**src/rtl/tdc_pkg.sv**
```systemverilog
// Shared definitions for the TDC launch controller: state codes, error codes, width helper.
package tdc_pkg;

  localparam int TAPS_DEF = 32;

  localparam logic [1:0] IDLE   = 2'd0;
  localparam logic [1:0] LAUNCH = 2'd1;
  localparam logic [1:0] OUT    = 2'd2;

  typedef enum logic [1:0] {
    ERR_OK     = 2'b00,
    ERR_UNDER  = 2'b01,
    ERR_OVER   = 2'b10,
    ERR_BUBBLE = 2'b11
  } err_e;

  function automatic int fine_w(input int taps);
    return $clog2(taps) + 1;
  endfunction

endpackage

```
**src/rtl/tdc_thermo_encoder.sv**
```systemverilog
// Combinational thermometer-to-fine-count encoder with error classification.
// TDC_BUBBLE_FIX_EN selects popcount instead of leading-ones counting.
module tdc_thermo_encoder
  import tdc_pkg::*;
#(
  parameter  int TAPS   = TAPS_DEF,
  localparam int FINE_W = fine_w(TAPS)
) (
  input  logic [TAPS-1:0]   thermo_i,
  output logic [FINE_W-1:0] fine_o,
  output err_e              err_o
);

  logic [FINE_W-1:0] cnt;
  logic              seen_zero;
  logic              bubble;

  always_comb begin
    cnt       = '0;
    seen_zero = 1'b0;
    bubble    = 1'b0;
    for (int unsigned i = 0; i < TAPS; i++) begin
      if (thermo_i[i]) begin
        if (seen_zero) bubble = 1'b1;
`ifdef TDC_BUBBLE_FIX_EN
        cnt = cnt + FINE_W'(1);
`else
        if (!seen_zero) cnt = cnt + FINE_W'(1);
`endif
      end else begin
        seen_zero = 1'b1;
      end
    end
  end

  always_comb begin
    fine_o = cnt;
    if (~|thermo_i)      err_o = ERR_UNDER;
    else if (&thermo_i)  err_o = ERR_OVER;
    else if (bubble)     err_o = ERR_BUBBLE;
    else                 err_o = ERR_OK;
  end

endmodule

```
**src/rtl/tdc_launch_ctrl.sv**
```systemverilog
// TDC measurement controller: launch pulse, capture, encoded result stream, drain gap.
// Encoder behaviour depends on TDC_BUBBLE_FIX_EN (see tdc_thermo_encoder).
module tdc_launch_ctrl
  import tdc_pkg::*;
#(
  parameter  int TAPS        = TAPS_DEF,
  parameter  int CAPTURE_LAT = 2,
  parameter  int GAP         = 4,
  parameter  int SEQ_W       = 8,
  localparam int FINE_W      = fine_w(TAPS)
) (
  input  logic              clk,
  input  logic              rst,
  input  logic              trig,
  output logic              busy,
  output logic              start_pulse,
  input  logic [TAPS-1:0]   thermo,
  output logic              m_valid,
  input  logic              m_ready,
  output logic [FINE_W-1:0] m_fine,
  output logic [1:0]        m_err,
  output logic [SEQ_W-1:0]  m_seq
);

  localparam int LW = $clog2(CAPTURE_LAT + 2);
  localparam int DW = $clog2(GAP + 1);

  logic [1:0]        state_q, state_d;
  logic [LW-1:0]     lcnt_q, lcnt_d;
  logic [DW-1:0]     drain_q, drain_d;
  logic              hs_done_q, hs_done_d;
  logic              start_q, start_d;
  logic              valid_q, valid_d;
  logic [FINE_W-1:0] fine_q, fine_d;
  logic [1:0]        err_q, err_d;
  logic [SEQ_W-1:0]  seq_q, seq_d;

  logic [FINE_W-1:0] enc_fine;
  err_e              enc_err;
  logic              hs, launch_last, drain_last;

  tdc_thermo_encoder #(.TAPS(TAPS)) u_enc (
    .thermo_i (thermo),
    .fine_o   (enc_fine),
    .err_o    (enc_err)
  );

  assign hs          = valid_q & m_ready;
  // LAUNCH spends one cycle arming, then CAPTURE_LAT+1 cycles with the pulse high
  assign launch_last = (lcnt_q == LW'(CAPTURE_LAT + 1));
  assign drain_last  = (drain_q >= DW'(GAP - 1));

  always_comb begin
    state_d   = state_q;
    lcnt_d    = lcnt_q;
    drain_d   = drain_q;
    hs_done_d = hs_done_q;
    start_d   = start_q;
    valid_d   = valid_q;
    fine_d    = fine_q;
    err_d     = err_q;
    seq_d     = seq_q;
    case (state_q)
      IDLE: begin
        if (trig) begin
          state_d = LAUNCH;
          lcnt_d  = '0;
        end
      end
      LAUNCH: begin
        if (launch_last) begin
          start_d   = 1'b0;
          valid_d   = 1'b1;
          fine_d    = enc_fine;
          err_d     = enc_err;
          drain_d   = '0;
          hs_done_d = 1'b0;
          state_d   = OUT;
        end else begin
          start_d = 1'b1;
          lcnt_d  = lcnt_q + LW'(1);
        end
      end
      OUT: begin
        if (hs) begin
          valid_d   = 1'b0;
          seq_d     = seq_q + SEQ_W'(1);
          hs_done_d = 1'b1;
        end
        if (drain_q != DW'(GAP)) drain_d = drain_q + DW'(1);
        if ((hs_done_q || hs) && drain_last) state_d = IDLE;
      end
      default: state_d = IDLE;
    endcase
  end

  always_ff @(posedge clk) begin
    if (rst) begin
      state_q   <= IDLE;
      lcnt_q    <= '0;
      drain_q   <= '0;
      hs_done_q <= 1'b0;
      start_q   <= 1'b0;
      valid_q   <= 1'b0;
      fine_q    <= '0;
      err_q     <= '0;
      seq_q     <= '0;
    end else begin
      state_q   <= state_d;
      lcnt_q    <= lcnt_d;
      drain_q   <= drain_d;
      hs_done_q <= hs_done_d;
      start_q   <= start_d;
      valid_q   <= valid_d;
      fine_q    <= fine_d;
      err_q     <= err_d;
      seq_q     <= seq_d;
    end
  end

  assign busy        = (state_q != IDLE);
  assign start_pulse = start_q;
  assign m_valid     = valid_q;
  assign m_fine      = fine_q;
  assign m_err       = err_q;
  assign m_seq       = seq_q;

endmodule
```
**config.mk**
```make
export PLATFORM = sky130hd
export DESIGN_NAME = tdc_launch_ctrl
export DESIGN_NICKNAME = d
export VERILOG_FILES = /design/src/rtl/tdc_pkg.sv /design/src/rtl/tdc_thermo_encoder.sv /design/src/rtl/tdc_launch_ctrl.sv
export SDC_FILE = /design/constraint.sdc
export NUM_CORES = 1
export LEC_CHECK = 0
export CAP_MARGIN = 15
export CORE_MARGIN = 3
export CORE_UTILIZATION = 45
export CTS_CLUSTER_DIAMETER = 100
export DETAILED_ROUTE_END_ITERATION = 8
export PLACE_DENSITY = 0.64
export SYNTH_ARGS = -nofsm -noshare
export SYNTH_HDL_FRONTEND = slang
export SYNTH_SLANG_ARGS = --single-unit
```
**constraint.sdc**
```tcl
create_clock -name clk -period 19.35 [get_ports clk]
set_input_delay 3.87 -clock clk [delete_from_list [all_inputs] [get_ports clk]]
set_output_delay 3.87 -clock clk [all_outputs]
set_load 0.02 [all_outputs]
```
==> run_results.csv, run 1 <==
group,metric,value,unit
detailed_routing,m1WireLength,8037,microns
finish,n_fill_cell,1275,
finish,fin_area,0.007051,sq mm
placed_design,gp_congestion,0.9156,
timing,finalSetupViolCount,0,
timing,fin_crit,18500,ps
synthesis,syn_area_per_cell,6.961,sq um
clocking,cts_buffers,3,
clocking,cts-root-buf,"clkbuf_16",
timing,max-slew-margin-rel,33.84,%
detailed_routing,top_layer_used,"met4",
synthesis,ys_seq_elements,26,
placed_design,dpl-instance-area,0.006753,sq mm
clocking,hold_buffers,0,
finish,final-seq-area,520.5,sq um
timing,fin_skew,5.736,ps
power_and_ir_drop,intPower,136.0,uW
finish,syn_to_final_growth,17.37,%
global_routing,gr-total-overflow,0,
detailed_routing,drt-pass1-iter-count,5,
power_and_ir_drop,vdd_drop_max,0.04499,mV
synthesis,ys.flop_type,"dfxtp_1",
clocking,cts.sinks,26,
synthesis,synth-edff-count,0,
worst_setup_path,slowest_delay,670,ps
detailed_routing,first_iter_violations,528,
floorplan,die_h,121.5,microns
floorplan,die-width,121.5,microns
detailed_routing,wl_met3,836,microns
power_and_ir_drop,powerDensity,29.47,mW/mm^2
synthesis,ys_seq_area_share,8.665,%
detailed_routing,post-route-drc-count,0,
worst_hold_path,min_from,"m_fine[1]$_SDFFE_PP0P_",
floorplan,start_util,46.84,%
timing,setup_ws,845.5,ps
floorplan,die_area,0.01477,sq mm
detailed_routing,wl,18190,microns
timing,hold_ws,454.7,ps
clocking,clkTransAtPathRegs,70,ps
worst_setup_path,crit_path_start_kind,"input port",
finish,final_cell_mix,"nor2_1, nand2_1, nand3_1",
worst_setup_path,cp_slowest_cell,"clkdlybuf4s50_1",
timing,slew_viol_final,0,
power_and_ir_drop,power.sequential.fraction,26.4,%
worst_setup_path,cp_max_fo,11,
finish,layout_commonest_cell,"nor2_1",
global_routing,first_global_vias,6219,
placed_design,dp_hpwl,14360,microns
floorplan,num_io_pins,55,
synthesis,syn_inst,863,
worst_setup_path,critPathTopFamily,"compound AO/OA/AOI/OAI gates",
global_routing,grt_first_pass_wirelength,29710,microns
worst_hold_path,min_path_type,"flop to flop",
worst_setup_path,r2r_setup_slack,17270,ps
clocking,clkLatencyLatePin,260,ps
worst_setup_path,end_kind,"flop",
worst_setup_path,path_buf_inv,5,
floorplan,rows,41,
power_and_ir_drop,p_leak,0.002717,uW
worst_hold_path,holdPathStages,2,
clocking,h-tree-depth,1,
global_routing,grt_max_degree,27,
finish,fin_util,54.98,%
worst_setup_path,worstReg2RegStart,"lcnt_q[0]$_SDFFE_PP0P_",
detailed_routing,wl_met2,8961,microns
placed_design,pre_cts_ws,-540.8,ps
power_and_ir_drop,pwr-share-clk,28.4,%
clocking,clockBufferDepth,2,
power_and_ir_drop,swShare,34.53,%
timing,final_hold_viol_count,0,
placed_design,numPortBuffers,54,
finish,antenna_cells,0,
synthesis,ys_async_sr_fraction,0,%
timing,worst_slew_pin_slew,989.4,ps
worst_setup_path,r2r_cells,6,
worst_setup_path,cp_data_required_time,19520,ps
run_status,outcome,"complete, no violations",
detailed_routing,wire_per_inst,16.78,microns
global_routing,track_usage,23.80,%
timing,max_freq,0.05404,GHz
finish,multi_input_comb_area,0.005319,sq mm
finish,fin_nets,984,
timing,tns,0,ps
flow_run,max-cap-violations,0,
worst_hold_path,hold_end,"m_fine[1]$_SDFFE_PP0P_",
synthesis,netlist_area,0.006007,sq mm
power_and_ir_drop,switchingPower,71.74,uW
synthesis,syn_nets,934,
worst_setup_path,worstSetupPathType,"input port to flop",
detailed_routing,ant_nets,0,
clocking,cts_tree,"yes",
worst_setup_path,r2r-end,"m_fine[0]$_SDFFE_PP0P_",
worst_setup_path,cp_common_cell,"ha_1",
global_routing,grt_antenna_before_repair,0,
floorplan,core,0.01282,sq mm
finish,final_layout_size_suffix_gt1_share,10.64,%
power_and_ir_drop,combinationalPowerShare,45.2,%
timing,fin_crit_sh,95.63,%
detailed_routing,vias,6620,
synthesis,ys_warn_count,0,
synthesis,yosysUniqueCellTypes,75,
worst_setup_path,critPathArrivalTime,18680,ps
detailed_routing,viasPerCell,6.107,
cell usage after synthesis, drive strengths merged (26+ instances only):
cell	count	area [sq um]
clkbuf	34	127.6
o21ai	46	234.0
dfxtp	26	520.5
a21oi	50	250.2
ha	35	437.9
nor2	92	352.8
mux2i	28	287.8
inv	30	112.6
xor2	27	266.5
nand3	54	270.3
nand2	88	330.3
xnor2	44	415.4
area by class of cell:
cell class	instances	area share [%]
inverter	30	1.597
sequential	26	7.382
multi-input combinational	765	75.44
tap	172	3.052
clock buffer	3	1.065
timing repair buffer	87	11.04
clock inverter	1	0.4259
how the worst max path moves through the flow:
stage	slack, ps	from	cells past startpoint	endpoint
after floorplan	1290	thermo[0]	87	m_fine[5]$_SDFFE_PP0P_
after global placement	100	thermo[1]	88	m_fine[5]$_SDFFE_PP0P_
after detailed placement	-540	thermo[1]	88	m_fine[5]$_SDFFE_PP0P_
after CTS	10	thermo[1]	88	m_fine[5]$_SDFFE_PP0P_
after global routing	-140	thermo[0]	90	m_fine[4]$_SDFFE_PP0P_
final	850	thermo[3]	83	m_fine[4]$_SDFFE_PP0P_
cell families after synthesis:
logic type,after synthesis,synth area share (%)
mux,35,6.103
xor+xnor,84,16.29
flops,26,8.665
fa+ha+maj,37,7.623
compound gates,197,21.27
simple gates,412,35.39
buf+inv,72,4.666
stage by stage:
stage,cells,power (uW)
floorplan,863,114.1
global placement,1068,139.8
detailed placement,1068,141.4
CTS,1073,201.4
global route,1084,220.9
finish,1084,207.7
sequential cells by signal, summed over array words and instances, names as in the netlist:
name,flops
m_valid,1
start_pulse,1
hs_done_q,1
m_seq,8
m_fine,6
lcnt_q,2
m_err,2
state_q,2
drain_q,3
worst reg2reg max path: stages (launching register included):
cell	delay, ps
dfxtp_1	370
ha_1	280
nand2_1	110
nor2_1	750
o21ai_0	200
o22ai_1	180
nor2_1	50
metal layers:
metal  up-vias  track usage, %
met5         -               0
met4         0           4.832
met3        27           1.950
met2       206           43.01
met1      3136           31.05
li1       3251               -
power groups by stage:
stage | logic, uW | clock network (uW) | registers [uW]
4_1_cts | 86.5 | 60.0 | 54.9
3_5_place_dp | 85.3 | 0 | 56.1
5_1_grt | 103 | 62.8 | 55.0
2_1_floorplan | 58.2 | 0 | 55.9
6_report | 93.8 | 59.0 | 54.9
3_3_place_gp | 83.8 | 0 | 56.0
what timing repair did:
action / in CTS / in global routing
buffers inserted: 1 / 10
gates resized for setup: 4 / 30
pin swaps: 1 / 15
setup endpoints to repair: 2 / 5
Power figures use the tool's default switching activity.
==> inputs of run 2 (changes only) <==
==> constraint.sdc (replaced) <==
create_clock -name clk -period 23.3 [get_ports clk]
set_input_delay 4.66 -clock clk [delete_from_list [all_inputs] [get_ports clk]]
set_output_delay 4.66 -clock clk [all_outputs]
set_load 0.02 [all_outputs]
==> run_results.csv, run 2 (synthesis results as in run 1) <==
group,metric,value,unit
run_status,outcome,"complete, no violations",
worst_setup_path,cp_data_required_time,23470,ps
global_routing,grt_first_pass_wirelength,29910,microns
placed_design,pre_cts_ws,1991,ps
worst_setup_path,cp_slowest_cell,"clkdlybuf4s50_1",
power_and_ir_drop,swShare,35.19,%
timing,fin_crit,21240,ps
timing,max-slew-margin-rel,22.24,%
detailed_routing,post-route-drc-count,0,
finish,fin_util,52.30,%
finish,largest_reg_flops,8,
global_routing,track_usage,24.22,%
timing,max_freq,0.04707,GHz
power_and_ir_drop,switchingPower,58.45,uW
timing,fin_crit_sh,91.17,%
placed_design,dpl-instance-area,0.006603,sq mm
detailed_routing,wl,18470,microns
global_routing,grt_antenna_before_repair,0,
detailed_routing,vias,6520,
finish,syn_to_final_growth,11.66,%
finish,final_cell_mix,"nor2_1, nand2_1, nand3_1, clkdlybuf4s50_1, a21oi_1",
finish,final_layout_size_suffix_gt1_share,4.773,%
worst_setup_path,slowest_delay,620,ps
finish,antenna_cells,0,
global_routing,grt_max_degree,27,
clocking,clkLatencyLatePin,260,ps
floorplan,start_util,46.84,%
finish,layout_commonest_cell,"nor2_1",
floorplan,core,0.01282,sq mm
detailed_routing,ant_nets,0,
power_and_ir_drop,power.sequential.fraction,27.4,%
floorplan,die-width,121.5,microns
clocking,clockBufferDepth,2,
detailed_routing,viasPerCell,6.198,
clocking,clkTransAtPathRegs,60,ps
timing,setup_ws,2057,ps
clocking,cts.sinks,26,
floorplan,rows,41,
worst_setup_path,r2r_cells,6,
power_and_ir_drop,combinationalPowerShare,42.1,%
worst_setup_path,cp_max_fo,7,
finish,fin_area,0.006708,sq mm
worst_setup_path,critPathTopFamily,"compound AO/OA/AOI/OAI gates",
global_routing,use_met1,31.59,%
worst_setup_path,critPathArrivalTime,21410,ps
placed_design,dp_hpwl,14730,microns
floorplan,num_io_pins,55,
clocking,cts_tree,"yes",
power_and_ir_drop,power,166.1,uW
worst_setup_path,end_kind,"flop",
finish,fin_nets,952,
global_routing,grtUsageMet2,43.35,%
global_routing,first_global_vias,6157,
timing,tns,0,ps
power_and_ir_drop,powerDensity,24.76,mW/mm^2
timing,slew_viol_final,0,
worst_setup_path,path_buf_inv,3,
floorplan,die_area,0.01477,sq mm
worst_hold_path,holdPathStages,2,
clocking,cts-root-buf,"clkbuf_16",
worst_setup_path,crit_path_start_kind,"input port",
worst_setup_path,worstSetupPathType,"input port to flop",
power_and_ir_drop,pwr-share-clk,30.4,%
flow_run,max-cap-violations,0,
timing,finalSetupViolCount,0,
timing,fin_skew,6.723,ps
power_and_ir_drop,p_leak,0.002531,uW
placed_design,numPortBuffers,54,
clocking,h-tree-depth,1,
power_and_ir_drop,vdd_drop_max,0.03444,mV
clocking,ctsResizeCount,0,
worst_setup_path,cp_common_cell,"ha_1",
global_routing,met3_usage,1.903,%
global_routing,gr-total-overflow,0,
detailed_routing,first_iter_violations,541,
clocking,cts_setup_buffers,0,
power_and_ir_drop,intPower,107.7,uW
clocking,cts_buffers,3,
global_routing,grt.busiest_layer,"met2",
worst_hold_path,min_path_type,"flop to flop",
detailed_routing,wire_per_inst,17.56,microns
worst_setup_path,cp.depth,88,
timing,worst_slew_pin_slew,1156,ps
timing,rsz0062_at_grt,"no",
placed_design,gp_congestion,0.9259,
floorplan,die_h,121.5,microns
timing,final_hold_viol_count,0,
clocking,hold_buffers,0,
detailed_routing,drt-pass1-iter-count,6,
==> run 2: power groups by stage <==
| stage | clock network, uW | logic [uW] | registers (uW) |
|---|---|---|---|
| global route | 52.8 | 76.9 | 45.6 |
| finish | 50.6 | 69.9 | 45.6 |
| global placement | 0 | 66.9 | 46.5 |
| detailed placement | 0 | 68.3 | 46.6 |
| floorplan | 0 | 48.3 | 46.4 |
| CTS | 51.1 | 68.8 | 45.6 |
==> run 2: cell type report <==
class	count	area (sq um)
inverters	30	112.6
repair buffers	55	548.0
multi-input cells	765	5206
clock buffers	3	75.07
clock inverters	1	30.03
fillers	1277	6117
flip-flops and latches	26	520.5
well taps	172	215.2
==> run 2: final timing paths <==
path,from,endpoint,slack (ps)
worst min-delay path,m_fine[3]$_SDFFE_PP0P_,m_fine[3]$_SDFFE_PP0P_,450
worst max register to register,lcnt_q[0]$_SDFFE_PP0P_,m_fine[0]$_SDFFE_PP0P_,21200
worst min register to register,m_fine[3]$_SDFFE_PP0P_,m_fine[3]$_SDFFE_PP0P_,450
worst max-delay path,thermo[0],m_fine[5]$_SDFFE_PP0P_,2060
==> run 2: metrics by stage <==
stage                     hold WS, ps  instances
after floorplan                 436.1        863
after global placement          441.2       1048
after detailed placement        445.9       1048
after CTS                       453.4       1052
after global routing            475.6       1052
final                           450.0       1052
==> run 2: worst min-delay path, cell delays in order (launching register included) <==
cell and delay, ps:
dfxtp_1 310, nand2_1 50, a21oi_1 50
==> run 2: routing by layer <==
| layer | routed length (microns) | part of all wire (%) |
|---|---|---|
| met3 | 798 | 4.3 |
| met2 | 9037 | 49 |
| met4 | 394 | 2.1 |
| met5 | 0 | 0 |
| met1 | 8240 | 45 |
==> inputs of run 3 (changes only) <==
--- a/config.mk
+++ b/config.mk
@@ -11,6 +11,7 @@
 export CTS_CLUSTER_DIAMETER = 100
 export DETAILED_ROUTE_END_ITERATION = 8
 export PLACE_DENSITY = 0.64
+export SLEW_MARGIN = 25
 export SYNTH_ARGS = -nofsm -noshare
 export SYNTH_HDL_FRONTEND = slang
 export SYNTH_SLANG_ARGS = --single-unit
==> run_results.csv, run 3 (synthesis results as in run 1) <==
group,metric,value,unit
clocking,cts-root-buf,"clkbuf_16",
clocking,clockBufferDepth,2,
floorplan,die_h,121.5,microns
worst_hold_path,min_path_type,"flop to flop",
power_and_ir_drop,combinationalPowerShare,42.1,%
global_routing,grt_max_degree,27,
finish,final-seq-area,520.5,sq um
clocking,clkLatencyLatePin,260,ps
power_and_ir_drop,pwr-share-clk,30.4,%
worst_setup_path,end_kind,"flop",
timing,tns,0,ps
global_routing,first_global_vias,6157,
placed_design,placed_cells,1048,
detailed_routing,vias,6455,
clocking,hold_buffers,0,
power_and_ir_drop,swShare,35.12,%
finish,instances_no_fill,1052,
timing,fin_skew,7.338,ps
power_and_ir_drop,intPower,107.7,uW
timing,final_hold_viol_count,0,
floorplan,die-width,121.5,microns
power_and_ir_drop,switchingPower,58.27,uW
detailed_routing,wl,18440,microns
clocking,h-tree-depth,1,
placed_design,dpl-instance-area,0.006603,sq mm
finish,multi_input_comb_area,0.005215,sq mm
clocking,cts_tree,"yes",
worst_setup_path,cp_slowest_cell,"clkdlybuf4s50_1",
worst_setup_path,worstReg2RegStart,"lcnt_q[0]$_SDFFE_PP0P_",
detailed_routing,ant_nets,0,
clocking,cts.sinks,26,
timing,fin_crit,21260,ps
detailed_routing,post-route-drc-count,0,
finish,final_cell_mix,"nor2_1, nand2_1, nand3_1, clkdlybuf4s50_1, a21oi_1",
worst_setup_path,cp_data_required_time,23470,ps
worst_setup_path,cp_common_cell,"ha_1",
floorplan,num_io_pins,55,
finish,syn_to_final_growth,11.81,%
floorplan,die_area,0.01477,sq mm
global_routing,grt_first_pass_wirelength,29910,microns
timing,finalSetupViolCount,0,
power_and_ir_drop,vdd_drop_max,0.03444,mV
clocking,ctsResizeCount,0,
worst_setup_path,r2r_setup_slack,21480,ps
worst_hold_path,holdPathStages,2,
timing,slew_viol_final,0,
clocking,clkTransAtPathRegs,60,ps
finish,n_fill_cell,1276,
clocking,cts_setup_buffers,0,
floorplan,core,0.01282,sq mm
power_and_ir_drop,power,165.9,uW
global_routing,gr-total-overflow,0,
power_and_ir_drop,power.sequential.fraction,27.5,%
worst_setup_path,slowest_delay,610,ps
detailed_routing,drt-pass1-iter-count,5,
placed_design,gp_congestion,0.9259,
finish,fin_area,0.006716,sq mm
floorplan,start_util,46.84,%
finish,largest_reg_flops,8,
worst_setup_path,crit_path_start_kind,"input port",
flow_run,max-cap-violations,0,
clocking,cts_buffers,3,
timing,max_freq,0.04703,GHz
worst_setup_path,critPathArrivalTime,21430,ps
timing,rsz0062_at_grt,"no",
worst_setup_path,r2r_cells,6,
finish,fin_nets,952,
global_routing,track_usage,24.22,%
detailed_routing,viasPerCell,6.136,
finish,antenna_cells,0,
timing,max-slew-margin-rel,33.21,%
timing,worst_slew_pin_slew,998.7,ps
worst_hold_path,hold_end,"m_fine[3]$_SDFFE_PP0P_",
placed_design,dp_hpwl,14730,microns
detailed_routing,wire_per_inst,17.53,microns
worst_setup_path,r2r-end,"m_fine[0]$_SDFFE_PP0P_",
finish,final_layout_size_suffix_gt1_share,5.000,%
power_and_ir_drop,p_leak,0.002530,uW
power_and_ir_drop,powerDensity,24.70,mW/mm^2
floorplan,rows,41,
run_status,outcome,"complete, no violations",
worst_hold_path,min_from,"m_fine[3]$_SDFFE_PP0P_",
worst_setup_path,cp_max_fo,7,
worst_setup_path,worstSetupPathType,"input port to flop",
placed_design,numPortBuffers,54,
timing,fin_crit_sh,91.26,%
detailed_routing,first_iter_violations,497,
global_routing,grt_antenna_before_repair,0,
finish,layout_commonest_cell,"nor2_1",
run 3: cell counts in the layout (fill, tap and decap cells not counted):
No cell type changed its count.
run 3: power by group through the flow:
stage / Sequential, uW / Clock, uW / Combinational (uW)
after CTS: 45.6 / 51.1 / 68.8
after detailed placement: 46.6 / 0 / 68.3
after global routing: 45.6 / 52.8 / 76.9
final: 45.6 / 50.5 / 69.9
after global placement: 46.5 / 0 / 66.9
after floorplan: 46.4 / 0 / 48.3
run 3: final cells by class:
class                      instances  area share (%)
clock buffer                       3           1.118
sequential                        26           7.750
inverter                          30           1.677
tap                              172           3.204
multi-input combinational        765           77.65
clock inverter                     1          0.4471
timing repair buffer              55           8.159
run 3: worst max path at each step:
| stage | startpoint | to | slack (ps) | cells past startpoint |
|---|---|---|---|---|
| 6_report | thermo[0] | m_fine[5]$_SDFFE_PP0P_ | 2040 | 88 |
| 5_1_grt | thermo[0] | m_fine[5]$_SDFFE_PP0P_ | 650 | 88 |
| 4_1_cts | thermo[0] | m_fine[5]$_SDFFE_PP0P_ | 2220 | 88 |
| 3_5_place_dp | thermo[0] | m_fine[5]$_SDFFE_PP0P_ | 1990 | 88 |
| 3_3_place_gp | thermo[0] | m_fine[5]$_SDFFE_PP0P_ | 2750 | 86 |
| 2_1_floorplan | thermo[0] | m_fine[5]$_SDFFE_PP0P_ | 4450 | 87 |
run 3: through the flow:
step           setup slack [ps]  hold WS, ps  utilization [%]
2_1_floorplan              4451        436.1                -
3_3_place_gp               2748        441.2            51.48
3_5_place_dp               1991        445.9            51.48
4_1_cts                    2224        453.4            52.30
5_1_grt                   646.8        475.6            52.37
6_report                   2035        449.6            52.37
run 3: per-layer routing:
layer	routed length, microns	vias up	track usage (%)
li1	-	3181	-
met1	8243	3078	31.59
met2	9031	171	43.35
met3	775	25	1.903
met4	393	0	5.882
met5	0	-	0
run 3: worst max-delay path: cells and delay by family:
family	cells	cell delay, ps
AOI/OAI and AO/OA	30	5100
adders and majority gates	16	4720
and+or+nand+nor	21	2570
muxes	12	2130
xor gates and xnor gates	6	1390
buffers and inverters	3	820
